### src/rtl/sprite_pkg.sv
// Purpose: constants and types shared by the sprite ROM arbiter and the pixel layer mux.
// Latency: none (declarations only).
// Backpressure: not applicable.
package sprite_pkg;

    localparam int PIX_W  = 5;
    localparam int ADDR_W = 16;

    localparam logic [PIX_W-1:0] TRANSPARENT_PIX = 5'h15;

    typedef logic [PIX_W-1:0]  pixel_t;
    typedef logic [ADDR_W-1:0] sprite_addr_t;

endpackage

### src/rtl/sprite_rom_arbiter_if.sv
// Purpose: fetcher-facing bundle of the sprite ROM arbiter (requests, grants, pixel responses).
// Latency: none (wires only).
// Backpressure: a fetcher holds req with a stable address until it sees its gnt bit.
interface sprite_rom_arbiter_if #(
    parameter int NUM_REQ = 4,
    parameter int ADDR_W  = sprite_pkg::ADDR_W,
    parameter int PIX_W   = sprite_pkg::PIX_W
);
    import sprite_pkg::*;

    logic [NUM_REQ-1:0]        req;
    logic [NUM_REQ*ADDR_W-1:0] req_addr;
    logic [NUM_REQ-1:0]        gnt;
    logic [NUM_REQ-1:0]        rsp_valid;
    logic [PIX_W-1:0]          rsp_pixel;
    logic                      rsp_opaque;

    // Fetcher side.
    modport master (
        output req, req_addr,
        input  gnt, rsp_valid, rsp_pixel, rsp_opaque
    );

    // Arbiter side.
    modport slave (
        input  req, req_addr,
        output gnt, rsp_valid, rsp_pixel, rsp_opaque
    );

endinterface

### src/rtl/sprite_rom_arbiter_rr_picker.sv
// Purpose: round-robin picker; first set req bit scanning from ptr upward, wrapping at NUM_REQ.
// Latency: combinational.
// Backpressure: none; a request simply stays unpicked until its turn comes.
module rr_picker #(
    parameter int NUM_REQ = 4,
    parameter int PTR_W   = (NUM_REQ > 1) ? $clog2(NUM_REQ) : 1
) (
    input  logic [NUM_REQ-1:0] req,
    input  logic [PTR_W-1:0]   ptr,
    output logic [NUM_REQ-1:0] gnt,
    output logic [PTR_W-1:0]   win_idx,
    output logic               win_vld
);

    logic [PTR_W:0] pos;

    // Walk the NUM_REQ positions starting at ptr; the wrap is explicit so non-power-of-two counts work.
    always_comb begin
        gnt     = '0;
        win_idx = '0;
        win_vld = 1'b0;
        pos     = '0;
        for (int k = 0; k < NUM_REQ; k++) begin
            pos = {1'b0, ptr} + (PTR_W+1)'(k);
            if (pos >= (PTR_W+1)'(NUM_REQ)) begin
                pos = pos - (PTR_W+1)'(NUM_REQ);
            end
            for (int i = 0; i < NUM_REQ; i++) begin
                if (!win_vld && (pos == (PTR_W+1)'(i)) && req[i]) begin
                    win_vld = 1'b1;
                    win_idx = PTR_W'(i);
                    gnt[i]  = 1'b1;
                end
            end
        end
    end

endmodule

### src/rtl/sprite_rom_arbiter.sv
// Purpose: shares one synchronous sprite ROM among NUM_REQ fetchers with round-robin grants.
// Latency: grant in cycle T -> rsp_valid/rsp_pixel in cycle T+ROM_LAT+2.
// Backpressure: one grant per cycle; losers keep req high and wait at most NUM_REQ-1 cycles.
module sprite_rom_arbiter #(
    parameter int                           NUM_REQ     = 4,
    parameter int                           ADDR_W      = sprite_pkg::ADDR_W,
    parameter int                           PIX_W       = sprite_pkg::PIX_W,
    parameter int                           ROM_LAT     = 2,
    parameter logic [sprite_pkg::PIX_W-1:0] TRANSPARENT = sprite_pkg::TRANSPARENT_PIX
) (
    input  logic                Clk,
    input  logic                Reset,
    sprite_rom_arbiter_if.slave bus,
    output logic [ADDR_W-1:0]   rom_addr,
    output logic                rom_en,
    input  logic [PIX_W-1:0]    rom_data
);
    import sprite_pkg::*;

    localparam int PTR_W = (NUM_REQ > 1) ? $clog2(NUM_REQ) : 1;
    localparam int TAG_N = ROM_LAT + 1;

    logic [PTR_W-1:0]                ptr_q, ptr_d;
    logic [ADDR_W-1:0]               rom_addr_q, rom_addr_d;
    logic                            rom_en_q, rom_en_d;
    logic [TAG_N-1:0]                tag_vld_q, tag_vld_d;
    logic [TAG_N-1:0][NUM_REQ-1:0]   tag_id_q, tag_id_d;
    logic [NUM_REQ-1:0]              rsp_valid_q, rsp_valid_d;
    logic [PIX_W-1:0]                rsp_pixel_q, rsp_pixel_d;

    logic [NUM_REQ-1:0]              pick_gnt;
    logic [PTR_W-1:0]                pick_idx;
    logic                            pick_vld;
    logic [NUM_REQ-1:0]              gnt;
    logic                            grant_vld;

    rr_picker #(
        .NUM_REQ (NUM_REQ),
        .PTR_W   (PTR_W)
    ) u_picker (
        .req     (bus.req),
        .ptr     (ptr_q),
        .gnt     (pick_gnt),
        .win_idx (pick_idx),
        .win_vld (pick_vld)
    );

    // Nothing is accepted while Reset is high, since the tag pipeline would discard it anyway.
    assign gnt       = Reset ? '0 : pick_gnt;
    assign grant_vld = ~Reset & pick_vld;

    // Pointer advance past the winner and ROM address/enable issue for the granted request.
    always_comb begin
        ptr_d      = ptr_q;
        rom_addr_d = rom_addr_q;
        rom_en_d   = 1'b0;
        if (grant_vld) begin
            ptr_d    = (pick_idx == PTR_W'(NUM_REQ-1)) ? '0 : pick_idx + PTR_W'(1);
            rom_en_d = 1'b1;
            for (int i = 0; i < NUM_REQ; i++) begin
                if (pick_idx == PTR_W'(i)) begin
                    rom_addr_d = bus.req_addr[i*ADDR_W +: ADDR_W];
                end
            end
        end
    end

    // Tag shift register: stage 0 lines up with rom_addr, stage ROM_LAT with rom_data.
    always_comb begin
        tag_vld_d    = '0;
        tag_id_d     = '0;
        tag_vld_d[0] = grant_vld;
        tag_id_d[0]  = gnt;
        for (int s = 1; s < TAG_N; s++) begin
            tag_vld_d[s] = tag_vld_q[s-1];
            tag_id_d[s]  = tag_id_q[s-1];
        end
    end

    // Capture the ROM word for the aligned tag; pixel holds between responses.
    always_comb begin
        rsp_valid_d = '0;
        rsp_pixel_d = rsp_pixel_q;
        if (tag_vld_q[ROM_LAT]) begin
            rsp_valid_d = tag_id_q[ROM_LAT];
            rsp_pixel_d = rom_data;
        end
    end

    // State registers; reset drops every in-flight tag and restarts the rotation at requester 0.
    always_ff @(posedge Clk) begin
        if (Reset) begin
            ptr_q       <= '0;
            rom_addr_q  <= '0;
            rom_en_q    <= 1'b0;
            tag_vld_q   <= '0;
            tag_id_q    <= '0;
            rsp_valid_q <= '0;
            rsp_pixel_q <= TRANSPARENT;
        end else begin
            ptr_q       <= ptr_d;
            rom_addr_q  <= rom_addr_d;
            rom_en_q    <= rom_en_d;
            tag_vld_q   <= tag_vld_d;
            tag_id_q    <= tag_id_d;
            rsp_valid_q <= rsp_valid_d;
            rsp_pixel_q <= rsp_pixel_d;
        end
    end

    assign bus.gnt        = gnt;
    assign bus.rsp_valid  = rsp_valid_q;
    assign bus.rsp_pixel  = rsp_pixel_q;
    assign bus.rsp_opaque = (|rsp_valid_q) && (rsp_pixel_q != TRANSPARENT);
    assign rom_addr       = rom_addr_q;
    assign rom_en         = rom_en_q;

endmodule

### src/flat_wrapper.sv
// flat-port wrapper written by rule: the top's interface ports become plain ports
module sprite_rom_arbiter_flat import sprite_pkg::*;
#(
    parameter int                           NUM_REQ     = 4,
    parameter int                           ADDR_W      = sprite_pkg::ADDR_W,
    parameter int                           PIX_W       = sprite_pkg::PIX_W,
    parameter int                           ROM_LAT     = 2,
    parameter logic [sprite_pkg::PIX_W-1:0] TRANSPARENT = sprite_pkg::TRANSPARENT_PIX
)
  (Clk, Reset, rom_addr, rom_en, rom_data, bus_req, bus_req_addr, bus_gnt, bus_rsp_valid, bus_rsp_pixel, bus_rsp_opaque);
  sprite_rom_arbiter_if #(.NUM_REQ(NUM_REQ), .ADDR_W(ADDR_W), .PIX_W(PIX_W)) bus_i ();
  input  logic Clk;
  input  logic Reset;
  output logic [ADDR_W-1:0] rom_addr;
  output logic rom_en;
  input  logic [PIX_W-1:0] rom_data;
  input wire logic [$bits(bus_i.req)-1:0] bus_req;
  input wire logic [$bits(bus_i.req_addr)-1:0] bus_req_addr;
  output wire logic [$bits(bus_i.gnt)-1:0] bus_gnt;
  output wire logic [$bits(bus_i.rsp_valid)-1:0] bus_rsp_valid;
  output wire logic [$bits(bus_i.rsp_pixel)-1:0] bus_rsp_pixel;
  output wire logic [$bits(bus_i.rsp_opaque)-1:0] bus_rsp_opaque;
  assign bus_i.req = bus_req;
  assign bus_i.req_addr = bus_req_addr;
  assign bus_gnt = bus_i.gnt;
  assign bus_rsp_valid = bus_i.rsp_valid;
  assign bus_rsp_pixel = bus_i.rsp_pixel;
  assign bus_rsp_opaque = bus_i.rsp_opaque;
  sprite_rom_arbiter #(.NUM_REQ(NUM_REQ), .ADDR_W(ADDR_W), .PIX_W(PIX_W), .ROM_LAT(ROM_LAT), .TRANSPARENT(TRANSPARENT)) u_core (.Clk(Clk), .Reset(Reset), .bus(bus_i), .rom_addr(rom_addr), .rom_en(rom_en), .rom_data(rom_data));
endmodule
### config.mk
export PLATFORM = sky130hd
export DESIGN_NAME = sprite_rom_arbiter_flat
export DESIGN_NICKNAME = d
export VERILOG_FILES = /design/src/rtl/sprite_pkg.sv /design/src/rtl/sprite_rom_arbiter_if.sv /design/src/rtl/sprite_rom_arbiter_rr_picker.sv /design/src/rtl/sprite_rom_arbiter.sv /design/src/flat_wrapper.sv
export SDC_FILE = /design/constraint.sdc
export NUM_CORES = 1
export LEC_CHECK = 0
export CAP_MARGIN = 5
export CORE_ASPECT_RATIO = 0.8
export CORE_MARGIN = 5
export CORE_UTILIZATION = 40
export DETAILED_ROUTE_END_ITERATION = 8
export PLACE_DENSITY = 0.87
export SYNTH_ARGS = -nofsm -noshare
export SYNTH_HDL_FRONTEND = slang
export SYNTH_SLANG_ARGS = --single-unit
### constraint.sdc
create_clock -name Clk -period 3.5 [get_ports Clk]
set_input_delay 1.05 -clock Clk [delete_from_list [all_inputs] [get_ports Clk]]
set_output_delay 1.05 -clock Clk [all_outputs]
set_load 0.02 [all_outputs]
==> impl_results.md, run 1 <==
* Via count at 1997
* Routed WL at 6090 µm
* Post-synth cell types at 35
* Final #Nets at 405
* Post-synth top area share at 39.2%
* Post-synthesis simple-gate area fraction at 18.4%
* Synth area leader: dfxtp_1
* Num Clock Sinks at 42
* Critical Path RT at 2450 ps
* Global-route wire length before repair at 9970 µm
* CP peak stage delay at 510 ps
* Final setup violation count at 0
* Compound-Gate Fraction of Synth Area at 21.4%
* Number of flops mapped to enable cells by yosys at 0
* Layout cells sized above 1 at 14.4%
* DP HPWL at 4720 µm
* Root Driver: clkbuf_8
* Hold-fix buffers, CTS at 0
* Die area at 6930 µm²
* Commonest non-fill, non-tap cell in the layout: clkdlybuf4s50_1
* Max-Cap Viols at 0
* I/O Buffers at 105
* Avg WL per Cell at 15.6 µm
* Antenna Nets Post-Route at 0
* Slowest CP cell: clkdlybuf4s50_1
* Outcome: completed
* Routability congestion estimate at 0.848
* Most frequent cells in the layout: 99 x clkdlybuf4s50_1, 42 x dfxtp_1, 38 x nor2_1
* Final Max Tran Viols at 0
* I/O pin count at 106
* Slew headroom at 71.2%
* Hold Path Class: reg -> reg
* Mux share of post-synthesis cell area at 10.7%
* Number of global-route vias before repair at 2080
* PD cells at 571 nW/µm²
* Tightest Pin Transition at 431 ps
* Max frequency at 0.291 GHz
* Worst-path maximum fanout at 6
* Synth area leaders: dfxtp_1 39%, mux2i_1 11%, a211oi_2 8.8%
* Reg2Reg Depth at 8
* Initial Util at 42.1%
* Die Y at 75.5 µm
* CP startpoint kind: primary input
* RSZ-0062 raised after global routing: false
* Synth warn at 0
* Synth Cell Area at 2140 µm²
* H-tree depth at 2
* Total grt overflow at 0
* Power Total at 1.93 mW
* Max VDD drop at 0.469 mV
* Ant. Diodes at 0
* FF-to-FF setup slack at 970 ps
* Core Region at 5090 µm²
* CP arrival at 2390 ps
* Clk_lat worst skew at 290 ps
* Post-Syn Instances at 222
* Drt pass-1 iters at 4
* Synth Net Count at 301
* Tot GR Track Use at 18.3%
* Hold Vio Cnt, Final at 0
* Worst Setup End Kind: primary output
* Syn_area_per_cell at 9.65 µm²
* 1st-iter DRT viols at 50
* Leak at 1.32 nW
* Synth-to-layout area growth at 58.0%
* Largest family of logic cells by synthesized area: compound AO/OA/AOI/OAI gates
* Drt drc at 0
* Die span in x at 91.8 µm
* Final core occ at 66.5%
* Synth Register Bits at 42
* Post-route setup TNS at 0 ps
* Reg clk slew, reported paths at 80 ps
* Ys flop type: dfxtp_1
* Row cnt at 23
* Hold Crit Depth at 1
* Seq/Total Area, Yosys at 39.2%
* Crit-path cells: clkdlybuf4s50_1 -> buf_4 -> o22ai_1 -> and3_2 -> clkdlybuf4s15_1
* Synth Area in XOR/XNOR at 0%
* Largest net degree at the start of global routing at 33
* Antenna violations before repair at 0
* Final Skew at 5.47 ps
* CTS tree: yes
* Fill cell count at 412
* Cts bufs inserted at 5
* Adder-cell share of the synthesized area at 2.34%
* Via density per instance at 5.13
* Fin crit share at 98.2%
* Async set-reset flop share out of synthesis at 0%
* Final worst path period need at 3440 ps
* Crit Path Category: in -> out
* Max Root-Sink Buffers at 2
==> layout make-up <==
| class | instances | area (µm²) | area share, % |
|---|---|---|---|
| inverter | 4 | 15.0 | 0.443 |
| timing repair buffer | 120 | 1200 | 35.6 |
| multi-input combinational | 153 | 1140 | 33.6 |
| tap | 62 | 77.6 | 2.29 |
| sequential | 42 | 841 | 24.8 |
| clock buffer | 6 | 72.6 | 2.14 |
| clock inverter | 2 | 37.5 | 1.11 |
==> through the flow <==
step           hold slack, ps  setup WS [ps]  cells  cell area (µm²)
6_report                  428           62.2    389             3390
2_1_floorplan             406            416    222             2140
3_5_place_dp              411           -374    381             3280
4_1_cts                   429           54.0    389             3380
5_1_grt                   453           2.28    389             3390
3_3_place_gp              411           -303    381             3280
==> Yosys cell counts, types with 2 or more instances <==
master and n:
buf_2 3, nor2_1 39, a21oi_1 6, ha_1 4
buf_6 6, nand2_1 5, a221oi_1 16, dfxtp_1 42
nor2b_1 12, and2_1 8, inv_1 4, nor4_1 2
o2111a_1 2, o21ai_0 4, mux2i_1 23, clkbuf_1 7
a211oi_2 15, o22ai_1 2, buf_4 5, or2_1 2
==> logic make-up (layout without fill, tap and decap cells) <==
family                   after synthesis  count (layout)
multiplexers                          23              23
buffers and inverters                 27             132
flip-flops                            42              42
AO/OA/AOI/OAI                         50              50
adder cells (fa/ha/maj)                4               4
AND/OR/NAND/NOR                       76              76
==> worst max-delay path, delay by kind of cell <==
family | cells | cell delay (ps)
AND/OR/NAND/NOR | 1 | 190
AO/OA/AOI/OAI | 1 | 140
buffers and inverters | 3 | 990
==> state kept, by name, summed over array words and instances (netlist names) <==
| signal | count |
|---|---|
| u_core.tag_vld_q | 3 |
| u_core.bus.rsp_valid | 4 |
| u_core.ptr_q | 2 |
| u_core.tag_id_d | 8 |
| u_core.bus.rsp_pixel | 5 |
| u_core.tag_id_q | 4 |
| u_core.rom_addr | 16 |
==> per-layer routing <==
metal	share of wire, %	global-route usage [%]	vias to the layer above	wire length (µm)
li1	-	-	1000	-
met1	41	20.5	912	2490
met2	51	35.2	76	3100
met3	6.8	3.85	9	413
met4	1.3	6.10	0	82
met5	0	0	-	0
==> final timing paths <==
check | startpoint | endpoint
hold reg to reg | u_core.tag_id_q[11]$_SDFF_PP0_ | u_core.bus.rsp_valid[3]$_SDFF_PP0_
setup / recovery | bus_req[3] | bus_gnt[0]
hold / removal | u_core.tag_id_q[11]$_SDFF_PP0_ | u_core.bus.rsp_valid[3]$_SDFF_PP0_
setup reg to reg | u_core.ptr_q[1]$_SDFFE_PP0P_ | u_core.rom_addr[3]$_SDFFE_PP0P_
==> what timing repair did <==
| action | 4_1_cts | 5_1_grt |
|---|---|---|
| buffers inserted | 0 | 0 |
| gates resized for setup | 16 | 2 |
| pin swaps | 0 | 0 |
| setup endpoints to repair | 4 | 2 |
==> power by group <==
part | switching, mW | leakage (nW) | internal (mW)
Sequential | 0.0568 | 0.345 | 0.565
Combinational | 0.464 | 0.926 | 0.472
Clock | 0.162 | 0.0514 | 0.213
Total | 0.683 | 1.32 | 1.25
(Power assumes the default switching activity.)
==> run 2: changes to the inputs <==
--- a/config.mk
+++ b/config.mk
@@ -5,12 +5,13 @@
 export SDC_FILE = /design/constraint.sdc
 export NUM_CORES = 1
 export LEC_CHECK = 0
-export CAP_MARGIN = 5
+export CAP_MARGIN = 20
 export CORE_ASPECT_RATIO = 0.8
-export CORE_MARGIN = 5
+export CORE_MARGIN = 4
 export CORE_UTILIZATION = 40
 export DETAILED_ROUTE_END_ITERATION = 8
 export PLACE_DENSITY = 0.87
+export RECOVER_POWER = 50
 export SYNTH_ARGS = -nofsm -noshare
 export SYNTH_HDL_FRONTEND = slang
 export SYNTH_SLANG_ARGS = --single-unit
==> impl_results.md, run 2 (same netlist as run 1, synthesis figures left out) <==
* Max Root-Sink Buffers at 2
* Drt drc at 0
* Clk_lat worst skew at 290 ps
* Clk pwr share at 16.9%
* H-tree depth at 2
* 1st-iter DRT viols at 43
* CP peak stage delay at 560 ps
* Root Driver: clkbuf_8
* Leak at 1.36 nW
* Die Y at 73.5 µm
* Global-route wire length before repair at 9670 µm
* Power share of the sequential group at 33.3%
* Critical Path RT at 2450 ps
* I/O pin count at 106
* Antenna Nets Post-Route at 0
* Final #Nets at 409
* Final non-filler cell total at 393
* RSZ-0062 raised after global routing: false
* Die span in x at 89.8 µm
* Number of global-route vias before repair at 2011
* Final worst slack at 71.9 ps
* Number of buffer and inverter stages on the critical path at 2
* Max-Cap Viols at 0
* I/O Buffers at 105
* PD cells at 551 nW/µm²
* Post-route setup TNS at 0 ps
* Commonest non-fill, non-tap cell in the layout: clkdlybuf4s50_1
* Fin crit share at 97.9%
* Max FFs per register at 16
* Reg clk slew, reported paths at 90 ps
* Max VDD drop at 0.343 mV
* Comb power frac at 49.8%
* Initial Util at 42.1%
* CP delay by family, top: buffers and inverters
* Cts bufs inserted at 5
* Drt pass-1 iters at 4
* Via density per instance at 5.05
* Slew headroom at 45.9%
* Num Clock Sinks at 42
* CP startpoint kind: primary input
* Outcome: completed
* Slowest CP cell: clkdlybuf4s50_1
* Int Power at 1.18 mW
* Avg WL per Cell at 14.8 µm
* Total grt overflow at 0
* P_sw at 683 µW
* Tightest Pin Transition at 804 ps
* Final worst path period need at 3430 ps
* Layout cells sized above 1 at 15.4%
* DP HPWL at 4580 µm
* Crit-path cells: clkdlybuf4s50_1 -> and2b_1 -> a32o_2 -> and2_1 -> buf_2
* Crit Path Category: in -> out
* Tot GR Track Use at 18.0%
* Synth-to-layout area growth at 57.8%
* Hold slack at 426 ps
* Worst-path maximum fanout at 4
* Via count at 1986
* Most frequent cells in the layout: 87 x clkdlybuf4s50_1, 42 x dfxtp_1, 38 x nor2_1
* Pre-CTS WS at -423 ps
* Routed WL at 5810 µm
* Antenna violations before repair at 0
* Placed insts at 385
* Ant. Diodes at 0
* CTS tree: yes
* Die area at 6600 µm²
* Final Skew at 10.2 ps
* Max frequency at 0.292 GHz
* Worst Setup End Kind: primary output
* Final Max Tran Viols at 0
* Hold Vio Cnt, Final at 0
* CP arrival at 2380 ps
* Final setup violation count at 0
* Hold Path Class: reg -> reg
* Row cnt at 23
* Routability congestion estimate at 0.841
* Sw frac at 36.6%
* Power Total at 1.86 mW
* Largest net degree at the start of global routing at 33
* Core Region at 5090 µm²
-- run 2: worst reg2reg max path, delay by kind of cell, from the launching register on --
| family | cells | cell delay [ps] |
|---|---|---|
| AO/OA/AOI/OAI | 2 | 380 |
| buffers and inverters | 3 | 490 |
| adder cells (fa/ha/maj) | 1 | 230 |
| AND/OR/NAND/NOR | 4 | 570 |
| multiplexers | 1 | 170 |
| flip-flops | 1 | 570 |
-- run 2: power groups by stage --
stage / combinational, mW / sequential [mW] / clock, mW
floorplan: 0.516 / 0.702 / 0
global placement: 0.934 / 0.625 / 0
detailed placement: 0.955 / 0.631 / 0
CTS: 0.955 / 0.622 / 0.324
global route: 1.01 / 0.631 / 0.346
finish: 0.929 / 0.621 / 0.315
-- run 2: cell type report --
cell class              count  area, µm²
fillers                   449       1710
flip-flops and latches     42        841
clock inverters             3       25.0
clock buffers               5       68.8
multi-input cells         153       1130
well taps                  62       77.6
inverters                   4       15.0
repair buffers            124       1230
-- run 2: final timing paths --
check                                start                                to  slack, ps  depth (start not counted)
max reg2reg   u_core.ptr_q[1]$_SDFFE_PP0P_  u_core.rom_addr[13]$_SDFFE_PP0P_        990                         11
min          u_core.tag_id_d[6]$_SDFF_PP0_    u_core.tag_id_d[10]$_SDFF_PP0_        430                          1
max                             bus_req[1]                        bus_gnt[2]         70                          5
min reg2reg  u_core.tag_id_d[6]$_SDFF_PP0_    u_core.tag_id_d[10]$_SDFF_PP0_        430                          1
-- run 2: metrics by stage --
step / utilization, % / instance area, µm²
floorplan: - / 2140
global placement: 65.0 / 3310
detailed placement: 65.0 / 3310
CTS: 66.8 / 3400
global route: 66.4 / 3380
finish: 66.4 / 3380
-- run 2: layer usage --
metal | GRT usage (%) | routed length, µm
met1 | 22.4 | 2590
met4 | 4.08 | 41
met2 | 32.2 | 2820
met5 | 0 | 0
met3 | 3.99 | 355
-- run 2: timing repair --
item | CTS | global route
endpoints found under the setup margin | 4 | 2
hold buffers | 0 | 0
setup buffers | 0 | 0
pin swaps | 0 | 1
gates resized for setup | 16 | 3
